--- config.mk ---
export PLATFORM = sky130hd
export DESIGN_NAME = uart_axi_bridge_master_flat
export DESIGN_NICKNAME = d
export VERILOG_FILES = /design/src/rtl/uart_axi_bridge_master_pkg.sv /design/src/rtl/uart_axi_bridge_master_if.sv /design/src/rtl/uart_axi_bridge_master.sv /design/src/flat_wrapper.sv
export SDC_FILE = /design/constraint.sdc
export NUM_CORES = 1
export LEC_CHECK = 0
export ABC_AREA = 1
export BUFFER_PORTS_ARGS = -buffer_cell sky130_fd_sc_hd__buf_2
export CORE_MARGIN = 4
export CORE_UTILIZATION = 26
export CTS_CLUSTER_SIZE = 28
export DETAILED_ROUTE_END_ITERATION = 10
export PLACE_DENSITY = 0.47
export SKIP_CTS_REPAIR_TIMING = 1
export SYNTH_ARGS = -nofsm -noshare
export SYNTH_HDL_FRONTEND = slang
export SYNTH_SLANG_ARGS = --single-unit
--- constraint.sdc ---
create_clock -name clk -period 1.5 [get_ports clk]
set_input_delay 0.15 -clock clk [delete_from_list [all_inputs] [get_ports clk]]
set_output_delay 0.15 -clock clk [all_outputs]
set_load 0.01 [all_outputs]
--- src/rtl/uart_axi_bridge_master_pkg.sv ---
// Shared encodings for the UART-to-AXI4-Lite bridge: AXI response codes, frame bytes, FSM states.
package uart_axi_pkg;

  localparam logic [1:0] RESP_OKAY   = 2'b00;
  localparam logic [1:0] RESP_EXOKAY = 2'b01;
  localparam logic [1:0] RESP_SLVERR = 2'b10;
  localparam logic [1:0] RESP_DECERR = 2'b11;

  localparam logic [7:0] CMD_WRITE   = 8'h57;
  localparam logic [7:0] CMD_READ    = 8'h52;

  localparam logic [7:0] RSP_BASE    = 8'hA0;
  localparam logic [7:0] RSP_BADCMD  = 8'hEE;
  localparam logic [7:0] RSP_TIMEOUT = 8'hE1;

  typedef enum logic [2:0] {
    IDLE,
    GET_ADDR,
    GET_DATA,
    WR_REQ,
    WR_RESP,
    RD_REQ,
    RD_RESP,
    SEND
  } state_t;

  // Status byte returned to the host for a completed AXI transaction.
  function automatic logic [7:0] rsp_status(input logic [1:0] resp);
    return RSP_BASE | {6'd0, resp};
  endfunction

endpackage

--- src/rtl/uart_axi_bridge_master_if.sv ---
// AXI4-Lite bus between the bridge (master) and the interconnect (slave); all five channels.
interface uart_axi_bridge_master_if #(
  parameter int AXI_ADDR_BW_p = 12
);

  logic [AXI_ADDR_BW_p-1:0] o_axi_awaddr;
  logic                     o_axi_awvalid;
  logic                     i_axi_awready;

  logic [31:0]              o_axi_wdata;
  logic                     o_axi_wvalid;
  logic                     i_axi_wready;

  logic [1:0]               i_axi_bresp;
  logic                     i_axi_bvalid;
  logic                     o_axi_bready;

  logic [AXI_ADDR_BW_p-1:0] o_axi_araddr;
  logic                     o_axi_arvalid;
  logic                     i_axi_arready;

  logic [31:0]              i_axi_rdata;
  logic [1:0]               i_axi_rresp;
  logic                     i_axi_rvalid;
  logic                     o_axi_rready;

  modport master (
    output o_axi_awaddr, o_axi_awvalid, input  i_axi_awready,
    output o_axi_wdata,  o_axi_wvalid,  input  i_axi_wready,
    input  i_axi_bresp,  i_axi_bvalid,  output o_axi_bready,
    output o_axi_araddr, o_axi_arvalid, input  i_axi_arready,
    input  i_axi_rdata,  i_axi_rresp,   i_axi_rvalid, output o_axi_rready
  );

  modport slave (
    input  o_axi_awaddr, o_axi_awvalid, output i_axi_awready,
    input  o_axi_wdata,  o_axi_wvalid,  output i_axi_wready,
    output i_axi_bresp,  i_axi_bvalid,  input  o_axi_bready,
    input  o_axi_araddr, o_axi_arvalid, output i_axi_arready,
    output i_axi_rdata,  i_axi_rresp,   i_axi_rvalid, input o_axi_rready
  );

endinterface

--- src/rtl/uart_axi_bridge_master.sv ---
// UART command frames -> single AXI4-Lite read/write; valid rises the cycle after the last request byte, replies start the cycle after capture.
// Stalls on RX empty / TX full without losing bytes; optional inter-byte timeout under UART_AXI_BRIDGE_TIMEOUT_EN.
module uart_axi_bridge_master
  import uart_axi_pkg::*;
#(
  parameter int AXI_ADDR_BW_p    = 12,
  parameter int TIMEOUT_CYCLES_p = 1_000_000
) (
  input  logic                             clk,
  input  logic                             rst,
  input  logic [7:0]                       i_rx_fifo_data,
  input  logic                             i_rx_fifo_empty,
  output logic                             o_rx_fifo_rd_en,
  input  logic                             i_tx_fifo_full,
  output logic                             o_tx_fifo_wr_en,
  output logic [7:0]                       o_tx_fifo_data,
  uart_axi_bridge_master_if.master         axi,
  output logic                             o_busy
);

  state_t                   state_q, state_d;
  logic [2:0]               cnt_q, cnt_d;
  logic                     is_wr_q, is_wr_d;
  logic [AXI_ADDR_BW_p-1:0] addr_q, addr_d;
  logic [31:0]              data_q, data_d;
  logic [39:0]              tx_sh_q, tx_sh_d;
  logic                     awvalid_q, awvalid_d;
  logic                     wvalid_q, wvalid_d;
  logic                     arvalid_q, arvalid_d;

  logic                     rx_pop;
  logic                     tx_push;
  logic                     tmo_hit;
  logic [AXI_ADDR_BW_p-1:0] addr_shift;

  assign rx_pop  = (state_q inside {IDLE, GET_ADDR, GET_DATA}) && !i_rx_fifo_empty && !rst;
  assign tx_push = (state_q == SEND) && !i_tx_fifo_full && !rst;

  assign o_rx_fifo_rd_en = rx_pop;
  assign o_tx_fifo_wr_en = tx_push;
  assign o_tx_fifo_data  = tx_sh_q[39:32];
  assign o_busy          = (state_q != IDLE);

  assign axi.o_axi_awaddr  = addr_q;
  assign axi.o_axi_awvalid = awvalid_q;
  assign axi.o_axi_wdata   = data_q;
  assign axi.o_axi_wvalid  = wvalid_q;
  assign axi.o_axi_bready  = (state_q == WR_RESP);
  assign axi.o_axi_araddr  = addr_q;
  assign axi.o_axi_arvalid = arvalid_q;
  assign axi.o_axi_rready  = (state_q == RD_RESP);

  // Shifting by a full byte keeps only the low AXI_ADDR_BW_p bits of {ADDR_HI, ADDR_LO}.
  assign addr_shift = (addr_q << 8) | AXI_ADDR_BW_p'(i_rx_fifo_data);

`ifdef UART_AXI_BRIDGE_TIMEOUT_EN
  localparam int TMO_W = $clog2(TIMEOUT_CYCLES_p + 1);

  logic [TMO_W-1:0] tmo_q;
  logic             in_frame;

  assign in_frame = (state_q == GET_ADDR) || (state_q == GET_DATA);
  assign tmo_hit  = in_frame && !rx_pop && (tmo_q == TMO_W'(TIMEOUT_CYCLES_p - 1));

  always_ff @(posedge clk) begin
    if (rst || !in_frame || rx_pop || tmo_hit) begin
      tmo_q <= '0;
    end else begin
      tmo_q <= tmo_q + 1'b1;
    end
  end
`else
  assign tmo_hit = 1'b0;
`endif

  always_comb begin
    state_d   = state_q;
    cnt_d     = cnt_q;
    is_wr_d   = is_wr_q;
    addr_d    = addr_q;
    data_d    = data_q;
    tx_sh_d   = tx_sh_q;
    awvalid_d = awvalid_q;
    wvalid_d  = wvalid_q;
    arvalid_d = arvalid_q;

    case (state_q)
      IDLE: begin
        if (rx_pop) begin
          cnt_d = '0;
          if (i_rx_fifo_data == CMD_WRITE || i_rx_fifo_data == CMD_READ) begin
            is_wr_d = (i_rx_fifo_data == CMD_WRITE);
            state_d = GET_ADDR;
          end else begin
            tx_sh_d = {RSP_BADCMD, 32'd0};
            cnt_d   = 3'd1;
            state_d = SEND;
          end
        end
      end

      GET_ADDR: begin
        if (rx_pop) begin
          addr_d = addr_shift;
          if (cnt_q == 3'd1) begin
            cnt_d = '0;
            if (is_wr_q) begin
              state_d = GET_DATA;
            end else begin
              arvalid_d = 1'b1;
              state_d   = RD_REQ;
            end
          end else begin
            cnt_d = cnt_q + 3'd1;
          end
        end else if (tmo_hit) begin
          tx_sh_d = {RSP_TIMEOUT, 32'd0};
          cnt_d   = 3'd1;
          state_d = SEND;
        end
      end

      GET_DATA: begin
        if (rx_pop) begin
          data_d = {data_q[23:0], i_rx_fifo_data};
          if (cnt_q == 3'd3) begin
            cnt_d     = '0;
            awvalid_d = 1'b1;
            wvalid_d  = 1'b1;
            state_d   = WR_REQ;
          end else begin
            cnt_d = cnt_q + 3'd1;
          end
        end else if (tmo_hit) begin
          tx_sh_d = {RSP_TIMEOUT, 32'd0};
          cnt_d   = 3'd1;
          state_d = SEND;
        end
      end

      // AW and W complete independently; leave only once both have handshaken.
      WR_REQ: begin
        if (awvalid_q && axi.i_axi_awready) awvalid_d = 1'b0;
        if (wvalid_q && axi.i_axi_wready)   wvalid_d  = 1'b0;
        if ((!awvalid_q || axi.i_axi_awready) && (!wvalid_q || axi.i_axi_wready)) begin
          state_d = WR_RESP;
        end
      end

      WR_RESP: begin
        if (axi.i_axi_bvalid) begin
          tx_sh_d = {rsp_status(axi.i_axi_bresp), 32'd0};
          cnt_d   = 3'd1;
          state_d = SEND;
        end
      end

      RD_REQ: begin
        if (axi.i_axi_arready) begin
          arvalid_d = 1'b0;
          state_d   = RD_RESP;
        end
      end

      RD_RESP: begin
        if (axi.i_axi_rvalid) begin
          tx_sh_d = {rsp_status(axi.i_axi_rresp), axi.i_axi_rdata};
          cnt_d   = 3'd5;
          state_d = SEND;
        end
      end

      SEND: begin
        if (tx_push) begin
          tx_sh_d = tx_sh_q << 8;
          cnt_d   = cnt_q - 3'd1;
          if (cnt_q == 3'd1) state_d = IDLE;
        end
      end

      default: state_d = IDLE;
    endcase
  end

  always_ff @(posedge clk) begin
    if (rst) begin
      state_q   <= IDLE;
      cnt_q     <= '0;
      is_wr_q   <= 1'b0;
      addr_q    <= '0;
      data_q    <= '0;
      tx_sh_q   <= '0;
      awvalid_q <= 1'b0;
      wvalid_q  <= 1'b0;
      arvalid_q <= 1'b0;
    end else begin
      state_q   <= state_d;
      cnt_q     <= cnt_d;
      is_wr_q   <= is_wr_d;
      addr_q    <= addr_d;
      data_q    <= data_d;
      tx_sh_q   <= tx_sh_d;
      awvalid_q <= awvalid_d;
      wvalid_q  <= wvalid_d;
      arvalid_q <= arvalid_d;
    end
  end

endmodule

--- src/flat_wrapper.sv ---
// flat-port wrapper written by rule: the top's interface ports become plain ports
module uart_axi_bridge_master_flat import uart_axi_pkg::*;
#(
  parameter int AXI_ADDR_BW_p    = 12,
  parameter int TIMEOUT_CYCLES_p = 1_000_000
)
  (clk, rst, i_rx_fifo_data, i_rx_fifo_empty, o_rx_fifo_rd_en, i_tx_fifo_full, o_tx_fifo_wr_en, o_tx_fifo_data, o_busy, axi_o_axi_awaddr, axi_o_axi_awvalid, axi_i_axi_awready, axi_o_axi_wdata, axi_o_axi_wvalid, axi_i_axi_wready, axi_i_axi_bresp, axi_i_axi_bvalid, axi_o_axi_bready, axi_o_axi_araddr, axi_o_axi_arvalid, axi_i_axi_arready, axi_i_axi_rdata, axi_i_axi_rresp, axi_i_axi_rvalid, axi_o_axi_rready);
  uart_axi_bridge_master_if #(.AXI_ADDR_BW_p(AXI_ADDR_BW_p)) axi_i ();
  input  logic clk;
  input  logic rst;
  input  logic [7:0] i_rx_fifo_data;
  input  logic i_rx_fifo_empty;
  output logic o_rx_fifo_rd_en;
  input  logic i_tx_fifo_full;
  output logic o_tx_fifo_wr_en;
  output logic [7:0] o_tx_fifo_data;
  output logic o_busy;
  output wire logic [$bits(axi_i.o_axi_awaddr)-1:0] axi_o_axi_awaddr;
  output wire logic [$bits(axi_i.o_axi_awvalid)-1:0] axi_o_axi_awvalid;
  input wire logic [$bits(axi_i.i_axi_awready)-1:0] axi_i_axi_awready;
  output wire logic [$bits(axi_i.o_axi_wdata)-1:0] axi_o_axi_wdata;
  output wire logic [$bits(axi_i.o_axi_wvalid)-1:0] axi_o_axi_wvalid;
  input wire logic [$bits(axi_i.i_axi_wready)-1:0] axi_i_axi_wready;
  input wire logic [$bits(axi_i.i_axi_bresp)-1:0] axi_i_axi_bresp;
  input wire logic [$bits(axi_i.i_axi_bvalid)-1:0] axi_i_axi_bvalid;
  output wire logic [$bits(axi_i.o_axi_bready)-1:0] axi_o_axi_bready;
  output wire logic [$bits(axi_i.o_axi_araddr)-1:0] axi_o_axi_araddr;
  output wire logic [$bits(axi_i.o_axi_arvalid)-1:0] axi_o_axi_arvalid;
  input wire logic [$bits(axi_i.i_axi_arready)-1:0] axi_i_axi_arready;
  input wire logic [$bits(axi_i.i_axi_rdata)-1:0] axi_i_axi_rdata;
  input wire logic [$bits(axi_i.i_axi_rresp)-1:0] axi_i_axi_rresp;
  input wire logic [$bits(axi_i.i_axi_rvalid)-1:0] axi_i_axi_rvalid;
  output wire logic [$bits(axi_i.o_axi_rready)-1:0] axi_o_axi_rready;
  assign axi_o_axi_awaddr = axi_i.o_axi_awaddr;
  assign axi_o_axi_awvalid = axi_i.o_axi_awvalid;
  assign axi_i.i_axi_awready = axi_i_axi_awready;
  assign axi_o_axi_wdata = axi_i.o_axi_wdata;
  assign axi_o_axi_wvalid = axi_i.o_axi_wvalid;
  assign axi_i.i_axi_wready = axi_i_axi_wready;
  assign axi_i.i_axi_bresp = axi_i_axi_bresp;
  assign axi_i.i_axi_bvalid = axi_i_axi_bvalid;
  assign axi_o_axi_bready = axi_i.o_axi_bready;
  assign axi_o_axi_araddr = axi_i.o_axi_araddr;
  assign axi_o_axi_arvalid = axi_i.o_axi_arvalid;
  assign axi_i.i_axi_arready = axi_i_axi_arready;
  assign axi_i.i_axi_rdata = axi_i_axi_rdata;
  assign axi_i.i_axi_rresp = axi_i_axi_rresp;
  assign axi_i.i_axi_rvalid = axi_i_axi_rvalid;
  assign axi_o_axi_rready = axi_i.o_axi_rready;
  uart_axi_bridge_master #(.AXI_ADDR_BW_p(AXI_ADDR_BW_p), .TIMEOUT_CYCLES_p(TIMEOUT_CYCLES_p)) u_core (.clk(clk), .rst(rst), .i_rx_fifo_data(i_rx_fifo_data), .i_rx_fifo_empty(i_rx_fifo_empty), .o_rx_fifo_rd_en(o_rx_fifo_rd_en), .i_tx_fifo_full(i_tx_fifo_full), .o_tx_fifo_wr_en(o_tx_fifo_wr_en), .o_tx_fifo_data(o_tx_fifo_data), .axi(axi_i), .o_busy(o_busy));
endmodule
-- After elaboration in Yosys (flattened, before gate mapping)
Index checks and enable logic that the tools add are counted.
Widths: inputs -> output; s select.
- $add $sub $neg: 2
- equality and inequality tests: 26
- mux-type cells: 41
- bitwise logic cells: 1
- reduce and logical (&&, ||, !) cells: 31
- operators by type and width (operator ; count):
    $mux 40 ; 5
    $pmux 40 s4 ; 1
    $mux 3 ; 21
    $ne 2x2->1 const B ; 12
    $pmux 3 s8 ; 1
    $pmux 3 s6 ; 1
    $eq 8x7->1 const B ; 2
    $eq 3x3->1 const B ; 4
    $or 12x8->12 ; 1
    $reduce_and 11->1 ; 1
    $eq 3x2->1 const B ; 3
    $mux 1 ; 9
    $reduce_and 4->1 ; 2
    $logic_and 1x1->1 ; 7
    $reduce_and 7->1 ; 1
    $eq 3x1->1 const B ; 2
    $ne 2x1->1 const B ; 3
    $pmux 1 s2 ; 3
    $reduce_and 6->1 ; 1
    $reduce_bool 3->1 ; 2
    $reduce_bool 6->1 ; 1
    $logic_not 1->1 ; 5
    $reduce_and 5->1 ; 1
    $reduce_and 2->1 ; 2
    other kinds (7) ; 10
- bits in registers: 94
- input port bits: 53
- word-level logic and storage cells: 110

-- Longest topological paths before layout
Gate-level depths: netlist of the first run.
- word-level depth: 6
- gate-level depth with buffers: 11

-- Worst setup path after synthesis of the first run
OpenSTA, ideal clock, no wires.
- kind: register to register
- start: register u_core.state_q[0]
- end: register u_core.tx_sh_q[1]
- setup time: 0.114 ns
- arrival: 1.294 ns
- path slack: 0.092 ns
- stages on the path, launching flop included: 10
- buffers on the path: 2
- clock period less this slack: 1.408 ns
- path through: dfxtp_1 buf_6 nor2_2 nand3_1 nand3_2 nor2_8 nand2_8 buf_6 a21oi_1 nor2_1
- cells in the longest elaborated chain, start to end: 6
- elaborated cells on any way between the ends: 19
- those cells by class: eq/ne (10); mux (1); reduce/logical (8)
- RTL lines (element ; RTL line ; text):
    from (decl) ; uart_axi_bridge_master.sv:21 ; state_t state_q, state_d;
    from (signal assigned) ; uart_axi_bridge_master.sv:197 ; state_q <= state_d;
    $eq 3x1->1 (tied with other cells) ; uart_axi_bridge_master.sv:36, uart_axi_bridge_master.sv:87 ;
    $reduce_bool 3->1 ; uart_axi_bridge_master.sv:36 ; assign rx_pop = (state_q inside {IDLE, GET_ADDR, GET_DATA}) && !i_rx_fifo_empty && !rst;
    $logic_and 1x1->1 (2 in series) ; uart_axi_bridge_master.sv:36 ;
    $ne 2x2->1 (no source line) ; n/a ;
    $reduce_and 6->1 (no source line) ; n/a ;
    to (signal assigned) ; uart_axi_bridge_master.sv:202 ; tx_sh_q <= tx_sh_d;
    to (decl) ; uart_axi_bridge_master.sv:26 ; logic [39:0] tx_sh_q, tx_sh_d;
Parallel ways exist; a longest one is shown, timed or not.
A chain may end at the register's enable or synchronous reset.

-- Final worst setup path of the first run
- start: register u_core.state_q[1]
- end: register u_core.tx_sh_q[12]
The elaborated chain is that of the path after synthesis.

==> results of run 1 <==
==> through the flow <==
stage                     power [mW]  utilization [%]  instance area, µm²  worst slack [ps]  TNS, ps
after floorplan                 6.10                -                4680              92.4        0
after global placement          7.35             32.8                5730             -63.5     -441
after detailed placement        7.33             32.8                5730             -62.7     -836
after CTS                       9.78             34.5                6040              -369    -2550
after global routing            13.3             42.4                7400              -261   -14690
final                           12.5             42.4                7400              -193    -7750
==> layer usage <==
| metal | global-route usage, % | share of wire (%) | vias to the layer above |
|---|---|---|---|
| met2 | 20.4 | 45 | 91 |
| met4 | 4.55 | 1.4 | 0 |
| met3 | 2.42 | 3.4 | 13 |
| met1 | 19.5 | 50 | 2136 |
| li1 | - | - | 2520 |
| met5 | 0 | 0 | - |
==> layout by cell type (no fill, tap or decap), types with 15 or more instances in the layout <==
cell type and instances:
a211oi_1 15, a21oi_1 28, buf_12 17, buf_4 62, clkbuf_16 19, nand2_1 156, a21oi_2 16, nor2_1 52
nand3_1 34, nand2_2 43, dfxtp_1 90, buf_2 121, o31ai_1 15, inv_1 47
==> power breakdown <==
part / switching, mW / total [mW] / leakage [nW] / internal, mW
combinational: 3.74 / 7.00 / 2.46 / 3.26
clock: 1.02 / 2.40 / 0.152 / 1.38
sequential: 0.214 / 3.11 / 0.765 / 2.90
==> path summary, 6_finish.rpt <==
path,startpoint,end
worst max-delay path,u_core.state_q[1],u_core.tx_sh_q[12]
worst min-delay path,axi_i_axi_wready,u_core.axi.o_axi_wvalid
worst max register to register,u_core.state_q[1],u_core.tx_sh_q[12]
worst min register to register,u_core.tx_sh_q[23],u_core.tx_sh_q[23]
==> layout make-up <==
class,count,area (µm²)
clock buffers,11,253
multi-input cells,466,2840
repair buffers,226,1870
well taps,225,282
flip-flops and latches,94,1890
clock inverters,5,56.3
inverters,55,224
fillers,1751,10100
==> state kept, by name, indices dropped and copies added (netlist names) <==
register and count:
u_core.tx_sh_q 40, u_core.axi.o_axi_awvalid 1, u_core.axi.o_axi_wdata 32, u_core.state_q 3, u_core.axi.o_axi_araddr 12, u_core.axi.o_axi_wvalid 1, u_core.axi.o_axi_arvalid 1, u_core.is_wr_q 1
u_core.cnt_q 3
==> cell families (layout without fill, tap and decap cells) <==
group	Yosys count	count (layout)	synth area share [%]
XOR/XNOR	1	1	0.187
AND/OR/NAND/NOR	349	356	32.7
buffers and inverters	114	297	12.6
flip-flops	94	94	40.2
AO/OA/AOI/OAI	104	104	13.0
adder cells (fa/ha/maj)	5	5	1.34
==> results.toml, run 1 <==
[cts]
insertion_delay_ps = 350
cts.clk_slew.worst_paths_ps = 70
cts_buffers = 9
ctsHtreeMaxLevel = 3
root_buffer = "clkbuf_16"
clockBufferDepth = 2
clock-sinks = 94
tritoncts = "done"

[placement]
dp_cells = 1014
portBuffers = 124
hpwlAfterDp_mm = 9.89
place.gp.congestion = 0.825

[worst_setup_path]
crit_path_max_incr_delay_ps = 330
critPathCaptureType = "register"
arrival_ps = 1920
cp_cell_sequence = "buf_12, buf_4, nand2_4, nor2_8, nand2_4, nand3_4, nor2_8, buf_12, buf_12, nand2_8, nand2_2, a21oi_1"
cpMaxStageDelayCell = "dfxtp_2"
cp.buffers_inverters = 4
timing_worst_setup_path_type = "register to register"
cp.depth = 12
startpoint_type = "register"
cp_top_family = "buffers and inverters"
worstPathRequired_ps = 1730
worstPathMaxFanout = 8
r2r_slack_ps = -190
cpMostUsedCell = "buf_12"
ff2ff_path_depth = 12

[synth]
synth.most_common_cell = "nand2_1"
synthFlopType = "dfxtp_1"
synth-seq-area-share_pct = 40.2
async_flop_share_pct = 0
synth_area_leaders = "dfxtp_1 (40%), nand2_1 (17%), nand3_1 (5.5%)"
yosysTopAreaCell = "dfxtp_1"
yosysTopAreaCellShare_pct = 40.2
synth_commonest_cells = "nand2_1 (208), dfxtp_1 (94), nor2_1 (64), nand3_1 (51), inv_1 (48)"
yosysWarningCount = 0
synth_area_um2 = 4680
ys_types = 36
ys_ff_latch = 94
avgSynthCellArea_um2 = 7.02
syn_inst = 667
synth-edff-count = 0
syn-num-nets = 725

[grt]
track_usage_pct = 13.5
grt_pass1_vias = 4251
grt_pass1_wl_mm = 22.1
grt_overflow_total = 0
antenna_found_initial = 0
grt_max_degree = 37

[run_status]
status = "finished, violations left"
violations = "negative setup slack"

[cells_and_area]
fin_nets = 910
instances_no_fill = 1082
n_antenna_cell = 0
drive_gt1_share_pct = 44.5
area_growth_syn_to_layout_pct = 58.1

[floorplan]
die_area_um2 = 20200
ios = 125
die_y_um = 142
core-area_um2 = 17500
initial_core_util_pct = 26.8
die_w_um = 142
rows = 48

[sta]
finClkSkew_ps = 3.83
fmax_mhz = 591
slew_headroom_pct = 73.5
finalWorstSetupSlack_ps = -193
period_minus_slack_ps = 1690
finalSetupViolCount = 70
finalCritPeriodShare_pct = 113
slew_viol_final = 0
rsz0062_at_grt = "true"
tightest_slew_ps = 398
whs_ps = 15.4
finalHoldViolCount = 0

[power_and_ir_drop]
p_leak_nw = 3.37
power_density_nw_per_um2 = 1690
peakVddDrop_uv = 801

[routing]
num_vias = 4760
vias_per_cell = 4.40
drc_errors = 0
drt_wl_total_mm = 15.6
drtPass1Iterations = 4
first_iter_violations = 254
postRouteAntennaNets = 0
wl_per_cell_um = 14.4

[job]
drv_cap = 0

[min_path]
holdCritPathClass = "input pin to register"
hold-path-cell-count = 2
Power figures use the tool's default switching activity.
==> run 2, diff against run 1 <==
Settings changed: CELL_PAD_IN_SITES_DETAIL_PLACEMENT set to 0, CELL_PAD_IN_SITES_GLOBAL_PLACEMENT set to 2, PLACE_DENSITY 0.47 to 0.77, RECOVER_POWER set to 100.
==> run 2 against run 1 <==
  * The run still ends with negative setup slack left
  * First-iteration DRC count down 11%
  * Worst hold slack better by 2.9 ps
  * Largest power group unchanged
  * Cell count down 3.2%
  * Sequential cell count unchanged
  * Highest routed layer unchanged
  * Critical endpoint is now u_core.tx_sh_q[6]
  * Count of clock-buffer cells in the layout unchanged
==> results.toml, run 2 (synthesis results as in run 1) <==
[floorplan]
core-area_um2 = 17500
ios = 125
die_y_um = 142
initial_core_util_pct = 26.8
die_area_um2 = 20200
die_w_um = 142
rows = 48

[sta]
fmax_mhz = 626
finalHoldViolCount = 0
finalSetupViolCount = 46
rsz0062_at_grt = "true"
finClkSkew_ps = 6.38
finalCritPeriodShare_pct = 106
tightest_slew_ps = 375
finalWorstSetupSlack_ps = -96.3
period_minus_slack_ps = 1600
slew_headroom_pct = 75.0
slew_viol_final = 0

[cts]
clockBufferDepth = 2
insertion_delay_ps = 340
tritoncts = "done"
ctsHtreeMaxLevel = 3
cts_buffers = 9
root_buffer = "clkbuf_16"
clock-sinks = 94
cts.clk_slew.worst_paths_ps = 70

[cells_and_area]
largest_reg_flops = 40
fin_util_pct = 37.2
n_antenna_cell = 0
area_growth_syn_to_layout_pct = 38.7
final_common_cell = "nand2_1"
fin_nets = 875
mostFrequentLayoutCells = "nand2_1 (201), dfxtp_1 (90), clkbuf_1 (69)"
regMostFlops = "u_core.tx_sh_q"
drive_gt1_share_pct = 25.4

[routing]
postRouteAntennaNets = 0
drtPass1Iterations = 5
drc_errors = 0
wl_per_cell_um = 14.5
vias_per_cell = 4.46
first_iter_violations = 226
num_vias = 4672
drt_wl_total_mm = 15.2

[worst_setup_path]
arrival_ps = 1820
startpoint_type = "register"
critPathCaptureType = "register"
timing_worst_setup_path_type = "register to register"
worstPathMaxFanout = 6
worstPathRequired_ps = 1720

[grt]
grt_pass1_wl_mm = 21.5
grt_use_met2_pct = 20.4
grt_overflow_total = 0
grt_pass1_vias = 4245
track_usage_pct = 13.1
grt_max_degree = 44
antenna_found_initial = 0
met3_usage_pct = 2.76
busiest_layer = "met2"
use_met1_pct = 18.4

[placement]
place.gp.congestion = 0.812
portBuffers = 124
hpwlAfterDp_mm = 9.74

[job]
drv_cap = 0

[run_status]
status = "finished, violations left"
violations = "negative setup slack"

[power_and_ir_drop]
peakVddDrop_uv = 615
p_leak_nw = 2.71
total_power_mw = 10.9
power_density_nw_per_um2 = 1690

[min_path]
holdCritPathClass = "input pin to register"
run 2: changes by cell type in the layout (fill, tap and decap cells not counted), moves of 9 or more:
cell	delta
a21oi_1	+9
a21oi_2	-9
buf_2	-68
buf_4	-18
clkbuf_1	+69
nand2_1	+45
nand2_2	-34
nand2_4	-12
o21ai_0	+12
run 2: per-stage QoR:
step / hold slack, ps / instances / TNS (ps) / instance area [µm²] / setup slack [ps]
4_1_cts: 7.61 / 1017 / -11060 / 5950 / -438
3_3_place_gp: 368 / 1001 / -4680 / 5650 / -160
2_1_floorplan: 261 / 667 / 0 / 4680 / 92.4
6_report: 18.3 / 1047 / -2390 / 6490 / -96.3
5_1_grt: 27.5 / 1047 / -7940 / 6490 / -180
3_5_place_dp: 383 / 1001 / -7830 / 5650 / -191
run 2: area by class of cell:
| cell class | instances | area, µm² |
|---|---|---|
| Fill cell | 1868 | 11000 |
| Multi-Input combinational cell | 461 | 2430 |
| Inverter | 55 | 221 |
| Clock buffer | 11 | 233 |
| Timing Repair Buffer | 196 | 1380 |
| Sequential cell | 94 | 1890 |
| Tap cell | 225 | 282 |
| Clock inverter | 5 | 58.8 |
run 2: worst max-delay path: stages, from the launching register on:
cell	delay, ps
dfxtp_2	360
buf_12	140
buf_6	100
nor2_4	40
nor2_4	110
nand3_4	90
nor2_8	160
buf_12	150
clkbuf_16	160
nand3_2	60
nand2_1	60
nor2_1	40
run 2: per-layer routing:
layer | vias to the layer above | part of all wire (%) | wire length [µm]
li1 | 2440 | - | -
met2 | 109 | 46 | 7070
met5 | - | 0 | 0
met4 | 0 | 1.1 | 162
met3 | 9 | 3.9 | 591
met1 | 2114 | 49 | 7410
run 2: final timing paths:
check / to / startpoint / cells past startpoint / slack [ps]
setup / recovery: u_core.tx_sh_q[6] / u_core.state_q[1] / 11 / -100
hold / removal: u_core.axi.o_axi_wvalid / axi_i_axi_wready / 2 / 20
hold reg to reg: u_core.tx_sh_q[19] / u_core.tx_sh_q[19] / 2 / 470
setup reg to reg: u_core.tx_sh_q[6] / u_core.state_q[1] / 11 / -100
run 2: report_power, final:
part / switching, mW / leakage [nW] / internal [mW]
Clock: 1.01 / 0.136 / 1.30
Combinational: 3.06 / 1.81 / 2.43
Sequential: 0.242 / 0.765 / 2.91
==> run 3, diff against run 2 <==
Settings changed: CTS_BUF_LIST set to sky130_fd_sc_hd__clkbuf_4.
==> run 3 against run 2 <==
  * The flow still finishes with violations (negative setup slack)
  * Register-to-register slack worse by 180 ps
  * Sequential power about the same
  * Maximum frequency down 9.9%
  * Sequential cell count unchanged
  * Clock power down 37%
  * Critical endpoint is now u_core.tx_sh_q[24]
  * Largest power group unchanged
==> results.toml, run 3 (synthesis results as in run 1) <==
[floorplan]
die_y_um = 142
die_area_um2 = 20200
initial_core_util_pct = 26.8
ios = 125
rows = 48
core-area_um2 = 17500
die_w_um = 142

[placement]
place_area_um2 = 5650
place.gp.congestion = 0.812
portBuffers = 124
hpwlAfterDp_mm = 9.74

[routing]
drtPass1Iterations = 4
drc_errors = 0
first_iter_violations = 276
wl_met1_mm = 7.62
vias_per_cell = 4.49
wl_per_cell_um = 14.5
wl_met3_um = 628
postRouteAntennaNets = 0
routed.top_layer = "met4"
wl_met2_mm = 7.08
drt_wl_total_mm = 15.6
num_vias = 4826

[sta]
finalSetupViolCount = 73
slew_viol_final = 0
finalHoldViolCount = 0
finClkSkew_ps = 15.3
finalCritPeriodShare_pct = 118
finalWorstSetupSlack_ps = -272
rsz0062_at_grt = "true"
period_minus_slack_ps = 1770
fmax_mhz = 564
slew_headroom_pct = 73.1
tightest_slew_ps = 403

[run_status]
status = "finished, violations left"
violations = "negative setup slack"

[worst_setup_path]
worstPathMaxFanout = 7
crit_path_max_incr_delay_ps = 390
critPathCaptureType = "register"
cpMaxStageDelayCell = "dfxtp_2"
cp_cell_sequence = "buf_12, buf_4, buf_4, nor2_4, nor2_4, nand3_4, nor2_8, buf_12, buf_12, nand2_8, nand2_2, a21oi_1"
cp_top_family = "buffers and inverters"
arrival_ps = 2120
timing_worst_setup_path_type = "register to register"
cpMostUsedCell = "buf_12"
worstPathRequired_ps = 1850
startpoint_type = "register"
cp.buffers_inverters = 5

[power_and_ir_drop]
power_density_nw_per_um2 = 1630
total_power_mw = 11.0
p_leak_nw = 2.78
peakVddDrop_uv = 773

[cells_and_area]
area_growth_syn_to_layout_pct = 44.1
mostFrequentLayoutCells = "nand2_1 (188), dfxtp_1 (90), clkbuf_1 (67)"
final_common_cell = "nand2_1"
regMostFlops = "u_core.tx_sh_q"
design_area_um2 = 6750
drive_gt1_share_pct = 29.2
largest_reg_flops = 40
fin_nets = 901

[cts]
cts.clk_slew.worst_paths_ps = 160
clockBufferDepth = 2
ctsHtreeMaxLevel = 3
cts_buffers = 9
insertion_delay_ps = 470
tritoncts = "done"
clock-sinks = 94
root_buffer = "clkbuf_4"

[job]
drv_cap = 0

[min_path]
holdCritPathClass = "input pin to register"

[grt]
grt_max_degree = 44
grt_overflow_total = 0
grt_pass1_vias = 4236
antenna_found_initial = 1
track_usage_pct = 13.2
grt_pass1_wl_mm = 21.5
==> run 3: final timing paths <==
kind                                         start            endpoint  slack, ps  depth (start not counted)
worst max-delay path             u_core.state_q[1]  u_core.tx_sh_q[24]       -270                         12
worst min-delay path            axi_i_axi_rdata[0]   u_core.tx_sh_q[0]         20                          5
worst max register to register   u_core.state_q[1]  u_core.tx_sh_q[24]       -270                         12
worst min register to register  u_core.tx_sh_q[28]  u_core.tx_sh_q[28]        470                          2
==> run 3: layout make-up <==
type	instances	area (µm²)
Fill cell	1878	10700
Sequential cell	94	1890
Clock inverter	5	58.8
Inverter	55	221
Tap cell	225	282
Timing Repair Buffer	218	1640
Antenna cell	1	2.50
Clock buffer	11	82.6
Multi-Input combinational cell	465	2570
==> run 3: worst register-to-register path, cell delays in order, from the launching register on <==
cell and delay, ps:
dfxtp_2 390, buf_12 140, buf_4 120, buf_4 110, nor2_4 40, nor2_4 90, nand3_4 100, nor2_8 170
buf_12 180, buf_12 120, nand2_8 80, nand2_2 70, a21oi_1 60
==> run 3: metrics by stage <==
stage	setup WS (ps)	instances	util (%)	setup TNS, ps	hold WS, ps
floorplan	92.4	667	-	0	261
global placement	-160	1001	32.4	-4680	368
detailed placement	-191	1001	32.4	-7830	383
CTS	-627	1017	33.2	-14080	-171
global route	-352	1074	38.6	-16880	12.6
finish	-272	1074	38.6	-10840	22.4
==> run 3: routing by layer <==
| layer | up-vias | track usage (%) |
|---|---|---|
| li1 | 2497 | - |
| met1 | 2202 | 18.4 |
| met2 | 110 | 20.2 |
| met3 | 17 | 2.35 |
| met4 | 0 | 4.85 |
| met5 | - | 0 |
==> run 3: power breakdown <==
| part | switching (mW) | leakage (nW) | total [mW] | internal [mW] |
|---|---|---|---|---|
| sequential | 0.254 | 0.765 | 3.16 | 2.90 |
| combinational | 3.39 | 1.94 | 6.36 | 2.97 |
| clock | 0.910 | 0.0735 | 1.46 | 0.549 |
